## src/rtl/mem_port_arbiter_pkg.sv

```systemverilog
// Shared types and default sizing for the IFU/LSU memory port arbiter.
// Imported by the interface, the timeout counter and the arbiter top.
package mem_port_arbiter_pkg;

    localparam int DEF_ADDR_W         = 32'd32;
    localparam int DEF_DATA_W         = 32'd32;
    localparam int DEF_TIMEOUT_CYCLES = 32'd1023;

    typedef enum logic [2:0] {
        ST_IDLE  = 3'd0,
        ST_REQ   = 3'd1,
        ST_RESP  = 3'd2,
        ST_ERR   = 3'd3,
        ST_DRAIN = 3'd4
    } arb_state_e;

    typedef enum logic {
        OWNER_IFU = 1'b0,
        OWNER_LSU = 1'b1
    } owner_e;

endpackage

```

## src/rtl/mem_port_arbiter_if.sv

```systemverilog
// Request/response bus bundle shared by the IFU, the LSU and the memory slave.
// The master modport issues requests and consumes responses; the slave modport is the mirror image.
interface mem_port_arbiter_if #(
    parameter int ADDR_W = 32'd32,
    parameter int DATA_W = 32'd32
);
    logic                  req_valid;
    logic                  req_ready;
    logic [ADDR_W-1:0]     addr;
    logic                  wen;
    logic [DATA_W-1:0]     wdata;
    logic [DATA_W/8-1:0]   wmask;
    logic                  resp_valid;
    logic                  resp_ready;
    logic [DATA_W-1:0]     rdata;
    logic                  resp_err;

    modport master (
        output req_valid, addr, wen, wdata, wmask, resp_ready,
        input  req_ready, resp_valid, rdata, resp_err
    );

    modport slave (
        input  req_valid, addr, wen, wdata, wmask, resp_ready,
        output req_ready, resp_valid, rdata, resp_err
    );
endinterface

```

## src/rtl/mem_port_arbiter_timeout_cnt.sv

```systemverilog
// Saturating response-wait counter; expired flags the cycle in which the count reaches LIMIT.
// LIMIT = 0 disables expiry entirely.
module arb_timeout_cnt #(
    parameter int LIMIT = 32'd1023
) (
    input  logic clock,
    input  logic reset,
    input  logic clear,
    input  logic enable,
    output logic expired
);

    localparam int CNT_W = (LIMIT > 0) ? $clog2(LIMIT + 1) : 1;
    localparam logic [CNT_W-1:0] LIMIT_C = CNT_W'(LIMIT);
    localparam logic [CNT_W-1:0] LAST_C  = CNT_W'(LIMIT - 1);

    logic [CNT_W-1:0] cnt_r;

    // Count silent cycles, holding at LIMIT and clearing on request.
    always_ff @(posedge clock) begin
        if (reset) begin
            cnt_r <= {CNT_W{1'b0}};
        end else if (clear) begin
            cnt_r <= {CNT_W{1'b0}};
        end else if (enable && (cnt_r != LIMIT_C)) begin
            cnt_r <= cnt_r + {{(CNT_W-1){1'b0}}, 1'b1};
        end else begin
            cnt_r <= cnt_r;
        end
    end

    // Expiry is announced in the cycle whose increment would land on LIMIT.
    always_comb begin
        expired = (LIMIT != 0) && enable && (cnt_r == LAST_C);
    end

endmodule

```

## src/rtl/mem_port_arbiter.sv

```systemverilog
// Shares one memory port between the IFU (read-only) and the LSU with round-robin grant,
// a single outstanding transaction, and a timeout that turns a stalled slave into an error.
module mem_port_arbiter
    import mem_port_arbiter_pkg::*;
#(
    parameter int ADDR_W         = DEF_ADDR_W,
    parameter int DATA_W         = DEF_DATA_W,
    parameter int TIMEOUT_CYCLES = DEF_TIMEOUT_CYCLES
) (
    input  logic                clock,
    input  logic                reset,
    mem_port_arbiter_if.slave   ifu,
    mem_port_arbiter_if.slave   lsu,
    mem_port_arbiter_if.master  mem
);

    localparam int STRB_W = DATA_W / 8;

    arb_state_e state_r, state_next_s;
    owner_e     owner_r, owner_next_s;
    owner_e     last_grant_r, last_grant_next_s;
    logic       owner_resp_ready_s;
    logic       tmo_clear_s;
    logic       tmo_en_s;
    logic       tmo_expired_s;
    logic       ifu_unused_s;

    // The IFU never writes, so its write fields are deliberately ignored.
    assign ifu_unused_s = ^{ifu.wen, ifu.wdata, ifu.wmask};

    // Wait counter runs only in RESP while the slave stays silent.
    always_comb begin
        tmo_clear_s = (state_r != ST_RESP);
        tmo_en_s    = (state_r == ST_RESP) && !mem.resp_valid;
    end

    arb_timeout_cnt #(
        .LIMIT (TIMEOUT_CYCLES)
    ) u_timeout_cnt (
        .clock   (clock),
        .reset   (reset),
        .clear   (tmo_clear_s),
        .enable  (tmo_en_s),
        .expired (tmo_expired_s)
    );

    // State, owner and round-robin history registers.
    always_ff @(posedge clock) begin
        if (reset) begin
            state_r      <= ST_IDLE;
            owner_r      <= OWNER_IFU;
            last_grant_r <= OWNER_IFU;
        end else begin
            state_r      <= state_next_s;
            owner_r      <= owner_next_s;
            last_grant_r <= last_grant_next_s;
        end
    end

    // Next-state, grant and bus steering; everything idles to zero while reset is high.
    always_comb begin
        state_next_s      = state_r;
        owner_next_s      = owner_r;
        last_grant_next_s = last_grant_r;
        owner_resp_ready_s = (owner_r == OWNER_LSU) ? lsu.resp_ready : ifu.resp_ready;

        ifu.req_ready  = 1'b0;
        ifu.resp_valid = 1'b0;
        ifu.rdata      = {DATA_W{1'b0}};
        ifu.resp_err   = 1'b0;
        lsu.req_ready  = 1'b0;
        lsu.resp_valid = 1'b0;
        lsu.rdata      = {DATA_W{1'b0}};
        lsu.resp_err   = 1'b0;
        mem.req_valid  = 1'b0;
        mem.addr       = {ADDR_W{1'b0}};
        mem.wen        = 1'b0;
        mem.wdata      = {DATA_W{1'b0}};
        mem.wmask      = {STRB_W{1'b0}};
        mem.resp_ready = 1'b0;

        if (reset) begin
            state_next_s = ST_IDLE;
        end else begin
            case (state_r)
                ST_IDLE: begin
                    // LSU wins when alone, or in a conflict after an IFU grant.
                    if (lsu.req_valid && (!ifu.req_valid || (last_grant_r == OWNER_IFU))) begin
                        mem.req_valid     = 1'b1;
                        mem.addr          = lsu.addr;
                        mem.wen           = lsu.wen;
                        mem.wdata         = lsu.wdata;
                        mem.wmask         = lsu.wmask;
                        lsu.req_ready     = mem.req_ready;
                        owner_next_s      = OWNER_LSU;
                        last_grant_next_s = OWNER_LSU;
                        state_next_s      = mem.req_ready ? ST_RESP : ST_REQ;
                    end else if (ifu.req_valid) begin
                        mem.req_valid     = 1'b1;
                        mem.addr          = ifu.addr;
                        ifu.req_ready     = mem.req_ready;
                        owner_next_s      = OWNER_IFU;
                        last_grant_next_s = OWNER_IFU;
                        state_next_s      = mem.req_ready ? ST_RESP : ST_REQ;
                    end else begin
                        state_next_s = ST_IDLE;
                    end
                end
                ST_REQ: begin
                    mem.req_valid = 1'b1;
                    if (owner_r == OWNER_LSU) begin
                        mem.addr      = lsu.addr;
                        mem.wen       = lsu.wen;
                        mem.wdata     = lsu.wdata;
                        mem.wmask     = lsu.wmask;
                        lsu.req_ready = mem.req_ready;
                    end else begin
                        mem.addr      = ifu.addr;
                        ifu.req_ready = mem.req_ready;
                    end
                    state_next_s = mem.req_ready ? ST_RESP : ST_REQ;
                end
                ST_RESP: begin
                    if (owner_r == OWNER_LSU) begin
                        lsu.resp_valid = mem.resp_valid;
                        lsu.rdata      = mem.rdata;
                        lsu.resp_err   = mem.resp_err;
                    end else begin
                        ifu.resp_valid = mem.resp_valid;
                        ifu.rdata      = mem.rdata;
                        ifu.resp_err   = mem.resp_err;
                    end
                    mem.resp_ready = owner_resp_ready_s;
                    // A real response in the expiry cycle takes priority over the timeout.
                    if (mem.resp_valid && owner_resp_ready_s) begin
                        state_next_s = ST_IDLE;
                    end else if (!mem.resp_valid && tmo_expired_s) begin
                        state_next_s = ST_ERR;
                    end else begin
                        state_next_s = ST_RESP;
                    end
                end
                ST_ERR: begin
                    if (owner_r == OWNER_LSU) begin
                        lsu.resp_valid = 1'b1;
                        lsu.resp_err   = 1'b1;
                    end else begin
                        ifu.resp_valid = 1'b1;
                        ifu.resp_err   = 1'b1;
                    end
                    state_next_s = owner_resp_ready_s ? ST_DRAIN : ST_ERR;
                end
                ST_DRAIN: begin
                    // Swallow the late slave response; waits forever if none ever comes.
                    mem.resp_ready = 1'b1;
                    state_next_s   = mem.resp_valid ? ST_IDLE : ST_DRAIN;
                end
                default: begin
                    state_next_s = ST_IDLE;
                end
            endcase
        end
    end

endmodule
```

## src/flat_wrapper.sv

```systemverilog
// flat-port wrapper written by rule: the top's interface ports become plain ports
module mem_port_arbiter_flat import mem_port_arbiter_pkg::*;
#(
    parameter int ADDR_W         = DEF_ADDR_W,
    parameter int DATA_W         = DEF_DATA_W,
    parameter int TIMEOUT_CYCLES = DEF_TIMEOUT_CYCLES
)
  (clock, reset, ifu_req_valid, ifu_addr, ifu_wen, ifu_wdata, ifu_wmask, ifu_resp_ready, ifu_req_ready, ifu_resp_valid, ifu_rdata, ifu_resp_err, lsu_req_valid, lsu_addr, lsu_wen, lsu_wdata, lsu_wmask, lsu_resp_ready, lsu_req_ready, lsu_resp_valid, lsu_rdata, lsu_resp_err, mem_req_valid, mem_addr, mem_wen, mem_wdata, mem_wmask, mem_resp_ready, mem_req_ready, mem_resp_valid, mem_rdata, mem_resp_err);
  mem_port_arbiter_if #(.ADDR_W(ADDR_W), .DATA_W(DATA_W)) ifu_i ();
  mem_port_arbiter_if #(.ADDR_W(ADDR_W), .DATA_W(DATA_W)) lsu_i ();
  mem_port_arbiter_if #(.ADDR_W(ADDR_W), .DATA_W(DATA_W)) mem_i ();
  input  logic clock;
  input  logic reset;
  input wire logic [$bits(ifu_i.req_valid)-1:0] ifu_req_valid;
  input wire logic [$bits(ifu_i.addr)-1:0] ifu_addr;
  input wire logic [$bits(ifu_i.wen)-1:0] ifu_wen;
  input wire logic [$bits(ifu_i.wdata)-1:0] ifu_wdata;
  input wire logic [$bits(ifu_i.wmask)-1:0] ifu_wmask;
  input wire logic [$bits(ifu_i.resp_ready)-1:0] ifu_resp_ready;
  output wire logic [$bits(ifu_i.req_ready)-1:0] ifu_req_ready;
  output wire logic [$bits(ifu_i.resp_valid)-1:0] ifu_resp_valid;
  output wire logic [$bits(ifu_i.rdata)-1:0] ifu_rdata;
  output wire logic [$bits(ifu_i.resp_err)-1:0] ifu_resp_err;
  input wire logic [$bits(lsu_i.req_valid)-1:0] lsu_req_valid;
  input wire logic [$bits(lsu_i.addr)-1:0] lsu_addr;
  input wire logic [$bits(lsu_i.wen)-1:0] lsu_wen;
  input wire logic [$bits(lsu_i.wdata)-1:0] lsu_wdata;
  input wire logic [$bits(lsu_i.wmask)-1:0] lsu_wmask;
  input wire logic [$bits(lsu_i.resp_ready)-1:0] lsu_resp_ready;
  output wire logic [$bits(lsu_i.req_ready)-1:0] lsu_req_ready;
  output wire logic [$bits(lsu_i.resp_valid)-1:0] lsu_resp_valid;
  output wire logic [$bits(lsu_i.rdata)-1:0] lsu_rdata;
  output wire logic [$bits(lsu_i.resp_err)-1:0] lsu_resp_err;
  output wire logic [$bits(mem_i.req_valid)-1:0] mem_req_valid;
  output wire logic [$bits(mem_i.addr)-1:0] mem_addr;
  output wire logic [$bits(mem_i.wen)-1:0] mem_wen;
  output wire logic [$bits(mem_i.wdata)-1:0] mem_wdata;
  output wire logic [$bits(mem_i.wmask)-1:0] mem_wmask;
  output wire logic [$bits(mem_i.resp_ready)-1:0] mem_resp_ready;
  input wire logic [$bits(mem_i.req_ready)-1:0] mem_req_ready;
  input wire logic [$bits(mem_i.resp_valid)-1:0] mem_resp_valid;
  input wire logic [$bits(mem_i.rdata)-1:0] mem_rdata;
  input wire logic [$bits(mem_i.resp_err)-1:0] mem_resp_err;
  assign ifu_i.req_valid = ifu_req_valid;
  assign ifu_i.addr = ifu_addr;
  assign ifu_i.wen = ifu_wen;
  assign ifu_i.wdata = ifu_wdata;
  assign ifu_i.wmask = ifu_wmask;
  assign ifu_i.resp_ready = ifu_resp_ready;
  assign ifu_req_ready = ifu_i.req_ready;
  assign ifu_resp_valid = ifu_i.resp_valid;
  assign ifu_rdata = ifu_i.rdata;
  assign ifu_resp_err = ifu_i.resp_err;
  assign lsu_i.req_valid = lsu_req_valid;
  assign lsu_i.addr = lsu_addr;
  assign lsu_i.wen = lsu_wen;
  assign lsu_i.wdata = lsu_wdata;
  assign lsu_i.wmask = lsu_wmask;
  assign lsu_i.resp_ready = lsu_resp_ready;
  assign lsu_req_ready = lsu_i.req_ready;
  assign lsu_resp_valid = lsu_i.resp_valid;
  assign lsu_rdata = lsu_i.rdata;
  assign lsu_resp_err = lsu_i.resp_err;
  assign mem_req_valid = mem_i.req_valid;
  assign mem_addr = mem_i.addr;
  assign mem_wen = mem_i.wen;
  assign mem_wdata = mem_i.wdata;
  assign mem_wmask = mem_i.wmask;
  assign mem_resp_ready = mem_i.resp_ready;
  assign mem_i.req_ready = mem_req_ready;
  assign mem_i.resp_valid = mem_resp_valid;
  assign mem_i.rdata = mem_rdata;
  assign mem_i.resp_err = mem_resp_err;
  mem_port_arbiter #(.ADDR_W(ADDR_W), .DATA_W(DATA_W), .TIMEOUT_CYCLES(TIMEOUT_CYCLES)) u_core (.clock(clock), .reset(reset), .ifu(ifu_i), .lsu(lsu_i), .mem(mem_i));
endmodule
```

## config.mk

```make
export PLATFORM = sky130hd
export DESIGN_NAME = mem_port_arbiter_flat
export DESIGN_NICKNAME = d
export VERILOG_FILES = /design/src/rtl/mem_port_arbiter_pkg.sv /design/src/rtl/mem_port_arbiter_if.sv /design/src/rtl/mem_port_arbiter_timeout_cnt.sv /design/src/rtl/mem_port_arbiter.sv /design/src/flat_wrapper.sv
export SDC_FILE = /design/constraint.sdc
export NUM_CORES = 1
export LEC_CHECK = 0
export CORE_AREA = 2 2 124 126
export DETAILED_ROUTE_END_ITERATION = 10
export DIE_AREA = 0 0 126 128
export GPL_ROUTABILITY_DRIVEN = 0
export SYNTH_ARGS = -nofsm -noshare
export SYNTH_HDL_FRONTEND = slang
export SYNTH_HIERARCHICAL = 1
export SYNTH_SLANG_ARGS = --single-unit
```

## constraint.sdc

```tcl
create_clock -name clock -period 2.8 [get_ports clock]
set_input_delay 0.56 -clock clock [delete_from_list [all_inputs] [get_ports clock]]
set_output_delay 0.56 -clock clock [all_outputs]
set_load 0.05 [all_outputs]
```

==> results.ini <==
[yosys]
avgSynthCellArea_um2=6.285
yosysWarningCount=6
yosysMostFrequentCell=nand2_1
syn_area_um2=2162
synth_ff_type=dfxtp_1
async_reset_ff_share_pct=0
synth-edff-count=0
ys_types=43
ys_seq_area_share_pct=12.96
synth_top_area_cell=and2_1
synth.top_cells.by_count=nand2_1 (73), and2_1 (64), and3_1 (38), o22ai_1 (32), nor2_1 (15)
ys_ff_latch=14
synthDominantCellAreaShare_pct=18.52
syn_inst=344
synth_nets=525
ys_top_cells_by_area=and2_1 (19%), dfxtp_1 (13%), nand2_1 (13%), and3_1 (11%), o22ai_1 (9.3%)

[routing]
drc=0
vias=3559
wl_mm=13.73
dr.pass1.iters=4
via_per_inst=4.399
drt_iter0_markers=164
wl_per_cell_um=16.97
ant_nets=0

[clocking]
clk_pin_slew_ps=40
cts_tree=built
clock-sinks=14
clk_path_buf_depth=2
insertion_delay_ps=240
clockRootBuffer=clkbuf_16
cts_buffers=3
htreeDepth=1

[pwr]
power.leakage_nw=2.750
vdd_drop_max_v=0.0001581
power_density_nw_per_um2=267.2

[placed_design]
io_buffer_count=282
placed_cells=803
post-dp-hpwl_mm=11.29

[worst_setup_path]
worst-path-max-fanout=32
cp_data_required_time_ps=2240
r2r-end=u_core/u_timeout_cnt/cnt_r[7]
startpoint_type=primary input
worstRegToRegCells=6
worstPathArrival_ps=2160
critPathMaxStageDelay_ps=550
cp_slowest_cell=clkdlybuf4s50_1
crit_chain=clkdlybuf4s50_1 -> nor2b_2 -> a22oi_2 -> buf_12 -> o22ai_1 -> buf_4
r2r_slack_ps=640
end_kind=output pin
reg2reg_from=u_core/state_r[0]
crit_type=primary input to output pin

[worst_hold_path]
hold_end=u_core/u_timeout_cnt/cnt_r[4]
whs_path_depth=2
worstHoldStart=u_core/u_timeout_cnt/cnt_r[9]
holdCritPathClass=flop to flop

[final_layout]
syn2layout_area_growth_pct=212.8
fin_cells=809
diodes=0
layout-drive-gt1-share_pct=28.66
fin_nets=804

[sta]
fmax_mhz=368.1
rsz0062_at_grt=false
skew_ps=3.412
finalSetupViolCount=0
tightest_slew_ps=574.3
slew_violations=0
hold_viol=0
setup_tns_ps=0
period_needed_ps=2717
fin_crit_sh_pct=97.04
slew_headroom_pct=61.66

[global_routing]
grt_pass1_vias=3358
grt_util_met3_pct=3.088
grt_pass1_wl_mm=19.36
grt_max_degree=64
use_met2_pct=28.46
grt.overflow.total=0
grtUsageTotal_pct=15.06
antenna_found_initial=0
top_usage_layer=met2
grt_util_met1_pct=18.26

[die]
core_um2=14860
ios=320
dieArea_um2=16130
initial_core_util_pct=14.55
dieWidth_um=126
num_rows=45
die_y_um=128

[status]
status=finished clean

[flow_run]
cap_violations=0

cells by family (layout without fill, tap and decap cells):
kind of cell | count (synthesis) | count (layout) | share of synthesized area, %
and+or+nand+nor | 226 | 226 | 56.89
xor gates and xnor gates | 2 | 2 | 0.8103
DFF | 14 | 14 | 12.96
buffers and inverters | 37 | 314 | 8.623
muxes | 2 | 2 | 0.9260
AOI/OAI and AO/OA | 61 | 61 | 18.63
adders and majority gates | 2 | 2 | 1.157
layer usage:
layer / wire length (µm) / vias to the layer above
met4: 42 / 0
met3: 802 / 4
met2: 7261 / 147
li1: - / 1758
met5: 0 / -
met1: 5619 / 1650
report_power, final:
| part | switching (mW) | total [mW] | internal, mW |
|---|---|---|---|
| sequential | 0.0147 | 0.220 | 0.205 |
| combinational | 0.669 | 1.32 | 0.654 |
| clock | 0.0781 | 0.265 | 0.186 |
placed cells by master, fill, tap and decap left out, types with 2 or more instances in the layout:
| cell | netlist | layout |
|---|---|---|
| clkbuf_16 | 0 | 4 |
| nand2_1 | 73 | 73 |
| o31ai_1 | 2 | 2 |
| a21oi_1 | 9 | 9 |
| buf_12 | 0 | 143 |
| a311oi_1 | 2 | 2 |
| nor3_1 | 10 | 10 |
| and2_1 | 64 | 64 |
| nor2b_1 | 3 | 2 |
| or3_1 | 5 | 5 |
| dfxtp_1 | 14 | 14 |
| buf_4 | 0 | 19 |
| nand3_1 | 6 | 6 |
| inv_1 | 7 | 7 |
| nor2_1 | 15 | 15 |
| nand2b_1 | 2 | 2 |
| clkdlybuf4s50_1 | 0 | 140 |
| or2_2 | 2 | 2 |
| o22ai_1 | 32 | 32 |
| mux2i_1 | 2 | 2 |
| o21ai_0 | 5 | 5 |
| ha_1 | 2 | 2 |
| and3_1 | 38 | 38 |
| a41oi_1 | 2 | 2 |
state kept, by name (all words and copies together) (netlist names):
register,count
u_core/last_grant_r,1
u_core/state_r,3
u_core/u_timeout_cnt/cnt_r,10
area by class of cell:
cell class                      count  area (µm²)
Multi-Input combinational cell    293        1703
Tap cell                          188       235.2
Clock buffer                        3       75.07
Fill cell                        1365        8100
Inverter                            7       26.28
Sequential cell                    14       280.3
Timing Repair Buffer              304        4444
repair_timing:
item | in CTS | in global routing
endpoints found under the setup margin | 0 | 48
setup buffers | 0 | 2
gates resized for setup | 0 | 2
hold buffers | 0 | 0
per-stage QoR:
stage	power (mW)	util [%]	hold WS, ps	cell area (µm²)	setup slack, ps
final	1.807	45.51	547.7	6764	83.01
after global routing	1.870	45.51	563.6	6764	21.10
after CTS	1.802	45.20	528.8	6719	18.92
after detailed placement	1.533	44.70	521.5	6644	24.94
after global placement	1.519	44.70	502.6	6644	53.10
after floorplan	0.8002	-	476.1	2162	162.1
worst max path at each step:
stage / startpoint / endpoint / slack [ps] / depth (start not counted)
after global routing: lsu_req_valid / mem_addr[10] / 20 / 7
after floorplan: reset / mem_addr[5] / 160 / 3
final: lsu_req_valid / mem_addr[18] / 80 / 6
after CTS: reset / mem_addr[18] / 20 / 6
after detailed placement: reset / mem_addr[18] / 20 / 6
after global placement: reset / mem_addr[18] / 50 / 6
worst max-delay path, delay by kind of cell:
kind                   cells  cell delay, ps
AND/OR/NAND/NOR            1             210
AO/OA/AOI/OAI              2             360
buffers and inverters      3            1020
Note: power is estimated with default switching activity, not from simulation.
